<file path="config.mk">
export PLATFORM = sky130hd
export DESIGN_NAME = ar_rx_fifo
export DESIGN_NICKNAME = d
export VERILOG_FILES = /design/src/rtl/ar_pkg.sv /design/src/rtl/ar_fifo_mem.sv /design/src/rtl/ar_rx_fifo.sv
export SDC_FILE = /design/constraint.sdc
export NUM_CORES = 1
export LEC_CHECK = 0
export ABC_AREA = 1
export CAP_MARGIN = 25
export CORE_MARGIN = 1.5
export CORE_UTILIZATION = 53
export CTS_CLUSTER_SIZE = 16
export DETAILED_ROUTE_END_ITERATION = 16
export PLACE_DENSITY = 0.82
export SYNTH_ARGS = -nofsm -noshare
export SYNTH_HDL_FRONTEND = slang
export SYNTH_SLANG_ARGS = --single-unit
</file>
<file path="constraint.sdc">
create_clock -name clk -period 13.6 [get_ports clk]
set_input_delay 2.72 -clock clk [delete_from_list [all_inputs] [get_ports clk]]
set_output_delay 2.72 -clock clk [all_outputs]
set_load 0.01 [all_outputs]
</file>
<file path="src/rtl/ar_pkg.sv">
// Shared ARINC-429 word geometry and the odd-parity helper used by the RX path.
package ar_pkg;
  localparam int AR_LBL_W   = 8;
  localparam int AR_DAT_W   = 24;
  localparam int AR_WORD_W  = 32;
  localparam int AR_PAR_BIT = 23;

  function automatic logic ar_par_ok(input logic [AR_WORD_W-1:0] w);
    return ^w;
  endfunction
endpackage

</file>
<file path="src/rtl/ar_fifo_mem.sv">
// Simple dual-port word array: synchronous write, combinational read for FWFT.
module ar_fifo_mem
  import ar_pkg::*;
#(
  parameter int AW = 4
) (
  input  logic                 clk,
  input  logic                 we,
  input  logic [AW-1:0]        wa,
  input  logic [AR_WORD_W-1:0] wd,
  input  logic [AW-1:0]        ra,
  output logic [AR_WORD_W-1:0] rdata
);
  logic [AR_WORD_W-1:0] mem_q [2**AW];

  always_ff @(posedge clk) begin
    if (we) mem_q[wa] <= wd;
  end

  assign rdata = mem_q[ra];
endmodule

</file>
<file path="src/rtl/ar_rx_fifo.sv">
// ARINC-429 receive buffer: parity check, label filter, FWFT queue and
// sticky/saturating link statistics.
module ar_rx_fifo
  import ar_pkg::*;
#(
  parameter int DEPTH_LOG2 = 4,
  parameter bit PAR_DROP   = 1'b1,
  parameter int CNT_W      = 8
) (
  input  logic                  clk,
  input  logic                  R,
  input  logic                  ce_wr,
  input  logic [AR_LBL_W-1:0]   sr_adr,
  input  logic [AR_DAT_W-1:0]   sr_dat,
  input  logic                  flt_en,
  input  logic [AR_LBL_W-1:0]   flt_lbl,
  input  logic                  rd,
  output logic [AR_LBL_W-1:0]   RX_ADR,
  output logic [AR_DAT_W-1:0]   RX_DAT,
  output logic                  empty,
  output logic                  full,
  output logic [DEPTH_LOG2:0]   level,
  output logic                  ovf,
  output logic [CNT_W-1:0]      n_perr,
  output logic [CNT_W-1:0]      n_drop
);
  localparam logic [DEPTH_LOG2-1:0] PTR_ONE = 1;
  localparam logic [DEPTH_LOG2:0]   LVL_ONE = 1;
  localparam logic [CNT_W-1:0]      CNT_ONE = 1;

  logic [DEPTH_LOG2-1:0] wr_ptr_q, wr_ptr_d, rd_ptr_q, rd_ptr_d;
  logic [DEPTH_LOG2:0]   level_q, level_d;
  logic                  empty_q, empty_d, full_q, full_d, ovf_q, ovf_d;
  logic [CNT_W-1:0]      n_perr_q, n_perr_d, n_drop_q, n_drop_d;
  logic [AR_WORD_W-1:0]  wr_word, head;
  logic                  par_ok, reject, qual, do_wr, do_rd, ovf_evt, rej_evt;

  assign wr_word = {sr_dat, sr_adr};
  assign par_ok  = ar_par_ok(wr_word);
  assign reject  = flt_en && (sr_adr != flt_lbl);
  assign qual    = ce_wr && !reject && (par_ok || !PAR_DROP);
  // A full FIFO still accepts when the same edge pops, so rd frees the slot.
  assign do_wr   = qual && (!full_q || rd);
  assign do_rd   = rd && !empty_q;
  assign ovf_evt = qual && full_q && !rd;
  // A parity-dropped word is charged to n_perr only, never also to n_drop.
  assign rej_evt = ce_wr && reject && (par_ok || !PAR_DROP);

  always_comb begin
    wr_ptr_d = wr_ptr_q;
    rd_ptr_d = rd_ptr_q;
    level_d  = level_q;
    ovf_d    = ovf_q || ovf_evt;
    n_perr_d = n_perr_q;
    n_drop_d = n_drop_q;
    if (do_wr) wr_ptr_d = wr_ptr_q + PTR_ONE;
    if (do_rd) rd_ptr_d = rd_ptr_q + PTR_ONE;
    case ({do_wr, do_rd})
      2'b10:   level_d = level_q + LVL_ONE;
      2'b01:   level_d = level_q - LVL_ONE;
      default: level_d = level_q;
    endcase
    empty_d = (level_d == '0);
    full_d  = level_d[DEPTH_LOG2];
    if (ce_wr && !par_ok && n_perr_q != '1) n_perr_d = n_perr_q + CNT_ONE;
    if ((ovf_evt || rej_evt) && n_drop_q != '1) n_drop_d = n_drop_q + CNT_ONE;
  end

  always_ff @(posedge clk) begin
    if (R) begin
      wr_ptr_q <= '0;
      rd_ptr_q <= '0;
      level_q  <= '0;
      empty_q  <= 1'b1;
      full_q   <= 1'b0;
      ovf_q    <= 1'b0;
      n_perr_q <= '0;
      n_drop_q <= '0;
    end else begin
      wr_ptr_q <= wr_ptr_d;
      rd_ptr_q <= rd_ptr_d;
      level_q  <= level_d;
      empty_q  <= empty_d;
      full_q   <= full_d;
      ovf_q    <= ovf_d;
      n_perr_q <= n_perr_d;
      n_drop_q <= n_drop_d;
    end
  end

  ar_fifo_mem #(.AW(DEPTH_LOG2)) u_mem (
    .clk   (clk),
    .we    (do_wr && !R),
    .wa    (wr_ptr_q),
    .wd    (wr_word),
    .ra    (rd_ptr_q),
    .rdata (head)
  );

  // Memory is never cleared, so the head is masked to zero while empty.
  assign RX_ADR = empty_q ? '0 : head[AR_LBL_W-1:0];
  assign RX_DAT = empty_q ? '0 : head[AR_WORD_W-1:AR_LBL_W];
  assign empty  = empty_q;
  assign full   = full_q;
  assign level  = level_q;
  assign ovf    = ovf_q;
  assign n_perr = n_perr_q;
  assign n_drop = n_drop_q;
endmodule

</file>
After elaboration in Yosys (flattened, before gate mapping)
Memory sizes are Yosys's and may differ from the RTL's. A register that Yosys moved wholly into a read port is not among the register bits.
Index checks and enable logic that the tools add are counted.
{ "word_totals": {"reg_bits": 32, "memories": 1, "inputBits": 45, "ramBits": 512, "out_inout_bits": 56} }
{ "op_classes": {"muxes": 7, "eq_ne": 5, "n_addsub": 6, "reduce_logical": 24} }
{ "mem_list": {"columns": ["name", "depth", "width", "rd", "rd_clocked_by_memory_dff", "wr", "line", "text"], "rows": [
  ["u_mem.mem_q", 16, 32, 1, 1, 1, "ar_fifo_mem.sv:14", "logic [AR_WORD_W-1:0] mem_q [2**AW];"]
]} }
{ "op_table": {"columns": ["op", "count"], "rows": [
  ["32-bit parity", 1],
  ["24-bit two-way mux", 1],
  ["8-bit by 1-bit adder with 8-bit output, second input constant", 2],
  ["8-bit inequality test, second input constant", 2],
  ["1-bit logical AND", 13],
  ["5-bit case mux with 2 select lines", 1],
  ["4-bit by 1-bit adder with 4-bit output, second input constant", 2],
  ["4-bit two-way mux", 2],
  ["8-bit two-way mux", 1],
  ["8-bit inequality test", 1],
  ["1-bit zero test", 6],
  ["5-bit by 1-bit adder with 5-bit output, second input constant", 1],
  ["5-bit zero test", 1],
  ["5-bit by 1-bit subtractor with 5-bit output, second input constant", 1],
  ["1-bit logical OR", 3],
  ["2-bit by 1-bit == test with 1-bit output, second input constant", 1],
  ["2-bit == test, second input constant", 1],
  ["1-bit two-way mux", 2]
]} }

Depth between registers and ports, before layout
{ "logic_depth": {"depth_word": 9, "mapped_depth": 23} }

By module
A second synthesis with hierarchy kept.
{ "unflattened": {"hier_cells": 2594, "hier_area_um2": 24887.6} }
{ "by_module_without_submodules": {"columns": ["mod", "cells_each", "n_inst", "seq_area_each_um2", "area_each_um2"], "rows": [
  ["ar_fifo_mem", 2088, 1, 15374.7, 22089.9],
  ["ar_rx_fifo", 506, 1, 620.6, 2797.7]
]} }

Least setup slack after synthesis
OpenSTA, ideal clock, no wires.
{ "synth_timing": {"path_type": "input-to-reg", "from": "input sr_adr[6]", "to": "memory u_mem.mem_q[12][0] (enable)", "required_ns": 13.139, "setup_ns": 0.461, "n_path_buf": 1, "cell_stages": 9, "arrival_time_ns": 5.948, "slack_ns": 7.191, "path_cell_list": "inv_1 or2_1 nand3_1 nor3_2 nand2_1 a21oi_4 nand4_4 buf_6 nor3_1"} }
{ "synth_via": {"elab_chain_len": 9, "word_cells_on_any_way": 10, "cone_classes": "eq/ne (1); mux (2); reduce/logical (7)"} }
{ "synth_rtl": {"columns": ["item", "line", "text"], "rows": [
  ["from (decl)", "ar_rx_fifo.sv:13", "input logic [AR_LBL_W-1:0] sr_adr,"],
  ["8-bit inequality test", "ar_rx_fifo.sv:40", "assign reject = flt_en && (sr_adr != flt_lbl);"],
  ["1-bit logical AND", "ar_rx_fifo.sv:40", null],
  ["1-bit zero test", "ar_rx_fifo.sv:41", "assign qual = ce_wr && !reject && (par_ok || !PAR_DROP);"],
  ["1-bit logical AND", "ar_rx_fifo.sv:41", null],
  ["1-bit logical AND *", "ar_rx_fifo.sv:41", null],
  ["1-bit logical AND *", "ar_rx_fifo.sv:43", "assign do_wr = qual && (!full_q || rd);"],
  ["1-bit logical AND *", "ar_rx_fifo.sv:93", ".we (do_wr && !R),"],
  ["1-bit two-way mux *", "ar_fifo_mem.sv:17", "if (we) mem_q[wa] <= wd;"],
  ["1-bit two-way mux (not written as such) *", "ar_fifo_mem.sv:17", null],
  ["to (decl)", "ar_fifo_mem.sv:14", null]
]} }
Mark *: on every way between the ends. The rest lies on a longest branch, timed or not.

==> results.md <==
* CP Class: flop to output pin
* First-pass GRT wire length at 87,300 um
* Post-synthesis register bit count at around 550
* Worst hold start: ovf$_SDFF_PP0_
* Top_reg_cell synth: edfxtp_1
* GR Util All Layers at between 20% and 30%
* Sequential power share at between 40% and 50%
* Gate power share at about an eighth
* RSZ-0062 raised after global routing: no
* Full die area at 43,800 um^2
* Critical path arrival at roughly 4.6 ns
* Status: completed
* Final Util at 61.6%
* Post-synth top area cell: edfxtp_1
* Yosys warning total at 0
* CTS tree: done
* WP data required at ~11 ns
* Clock share of power at 37.6%
* Cell leakage power at 8.63 nW
* Internal power at 0.00285 W
* Crit share post-route at a little over half
* Top delay family on crit path: buffers and inverters
* Initial antenna violation count at 1
* Starting Density at 53.8%
* Final setup fails at 0
* Critical Path Max Stage Delay at 0.82 ns
* Max Slew Vio Count at 0
* Final hold slack at 0.462 ns
* Clock Skews at around 0.013 ns
* Die Width at 209 um
* Synth Cell Area at 22,600 um^2
* Sinks on Clock Net at between 500 and 600
* Clk_lat worst skew at 0.58 ns
* Max Cap Violations at 0
* Hold-fix buffer count after cts at 0
* Antenna-violating nets left at 0
* Largest net degree at the start of global routing at ~120
* Slowest-stage cell, CP: inv_2
* Final #Nets at 1,966
* Worst-path maximum fanout at 72
* Core area at about 42,000 um^2
* Post-CTS setup buffers at 0
* Vias per cell at 6.22
* Yosys cell types at 39
* Number of flops mapped to enable cells by yosys at about 500
* Worst reg2reg setup slack at 10.53 ns
* Io pins at 101
* Commonest non-fill, non-tap cells in the layout: 512 x edfxtp_1, 278 x nor2_1, 261 x o21ai_0
* Layout cell share with drive strength beyond 1 at 7.79%
* DR vias at 15,500
* WL/cell at around 23 um
* CP endpoint kind: output pin
* Syn-to-layout area delta at 14.4%
* Worst-Margin Slew at 1.03 ns
* Switch share at between 20% and 30%
* Maximum VDD drop at 98.3 uV
* Starting DRT DRC Count at 2,330
* Die Ht at approximately 210 um
* Total power at 0.00383 W
* Final Hold Viols at 0
* Root buf cell: clkbuf_16
* Post-Route WL at 56,800 um
* Crit path cell chain: inv_2 > buf_4 > o21ai_0 > o221ai_1 > o211ai_1 > a21oi_1 > clkdlybuf4s50_1
* Startpoint types: flop
* GP Congestion at 0.827
* CP bufs+invs at 3
* DRC at 0
* Slew HR at between 30% and 40%
* Ys async rst share at 0%
* Dpl hpwl at slightly below 30,000 um
* # resized after CTS at 0
* Min Tclk post-route at between 7 and 8 ns
* Yosys top cell area share at about two thirds
* P_sw at 0.000978 W
* Num rows at 75
* GRT overflow at 0
* Vias in the first global route at about 16,000
* Total negative setup slack at 0 ns
* Port bufs at 100
* H-tree levels at 2
* CTS clk-pin slew, worst paths at approximately 0.06 ns
* CTS Buffer Depth at 3
* Worst Hold Class: flop to flop
* Commonest non-fill, non-tap cell in the layout: edfxtp_1
* P per Cell Area at 148 nW/um^2
* Seq/Total Area, Yosys at between 70% and 80%
* Max frequency at 137 MHz
* Top cells by area, synth: edfxtp_1 68%, o21ai_0 5.8%, nor2_1 4.6%
* Worst r2r src: empty$_SDFF_PP1_
* Avg Cell Area, Syn at 12.2 um^2
* Syn Nets at 1,899
* Cells after Synth at 1,842
* CTS Buf Count at 52
* 1st-pass router iterations at 6
[synth_stat cells (all sizes together) (11+ instances only)]
master / instances
o21ai: 261
xor2: 15
edfxtp: 512
clkbuf: 100
o221ai: 96
o22ai: 32
nor3: 22
dfxtp: 35
nand3: 55
a21oi: 58
nor2: 279
nand4: 15
inv: 60
buf: 18
o211ai: 32
ha: 11
nand2: 218
[flip-flops by register name (all words and copies together), names as in the netlist, named ones only]
register     count
level            5
wr_ptr_q         4
u_mem.mem_q    512
empty            1
ovf              1
rd_ptr_q         4
n_perr           8
n_drop           8
[tightest hold or removal path, stage by stage (launching register included)]
cell     delay, ns
dfxtp_1       0.31
inv_1         0.05
a21oi_1       0.05
[through the flow]
step | std cells | instance area [um^2] | setup WS (ns)
final | 2490 | 25800 | 6.31
after CTS | 2488 | 25800 | 6.40
after floorplan | 1842 | 22600 | 7.19
after global routing | 2489 | 25800 | 6.20
after detailed placement | 2393 | 24100 | 6.76
after global placement | 2392 | 24100 | 6.88
[final cells by class]
class                      count  area [um^2]
clock inverter                34          328
fill                        3018        16100
multi-input combinational   1114         5850
sequential                   547        16100
tap                          539          674
inverter                      63          241
timing repair buffer         131         1270
clock buffer                  61         1360
antenna                        1         2.50
[metal layers]
metal | vias to the layer above | track usage (%) | part of all wire, %
met1 | 7533 | 34.8 | 39
met4 | 0 | 10.3 | 3.2
met5 | - | 0 | 0
met3 | 138 | 4.46 | 10
li1 | 6929 | - | -
met2 | 880 | 42.7 | 48
[worst paths after layout]
path	endpoint	cells past startpoint
worst min register to register	ovf$_SDFF_PP0_	2
worst max-delay path	RX_ADR[1]	7
worst max register to register	empty$_SDFF_PP1_	11
worst min-delay path	ovf$_SDFF_PP0_	2
[power groups by stage]
stage	clock network (W)	registers (W)	logic [W]
after floorplan	0	0.00189	0.000315
after global placement	0	0.00191	0.000471
after detailed placement	0	0.00191	0.000495
after CTS	0.00145	0.00188	0.000501
after global routing	0.00151	0.00188	0.000556
final	0.00144	0.00188	0.000508
[kinds of logic after synthesis]
family	Yosys count	synth area share [%]
AOI/OAI and AO/OA	481	12.9
muxes	1	0.0444
DFF	547	71.3
and+or+nand+nor	596	11.0
xor gates and xnor gates	24	0.932
adders and majority gates	12	0.699
buffers and inverters	181	3.19
No activity file was read; power rests on OpenSTA's default activity.
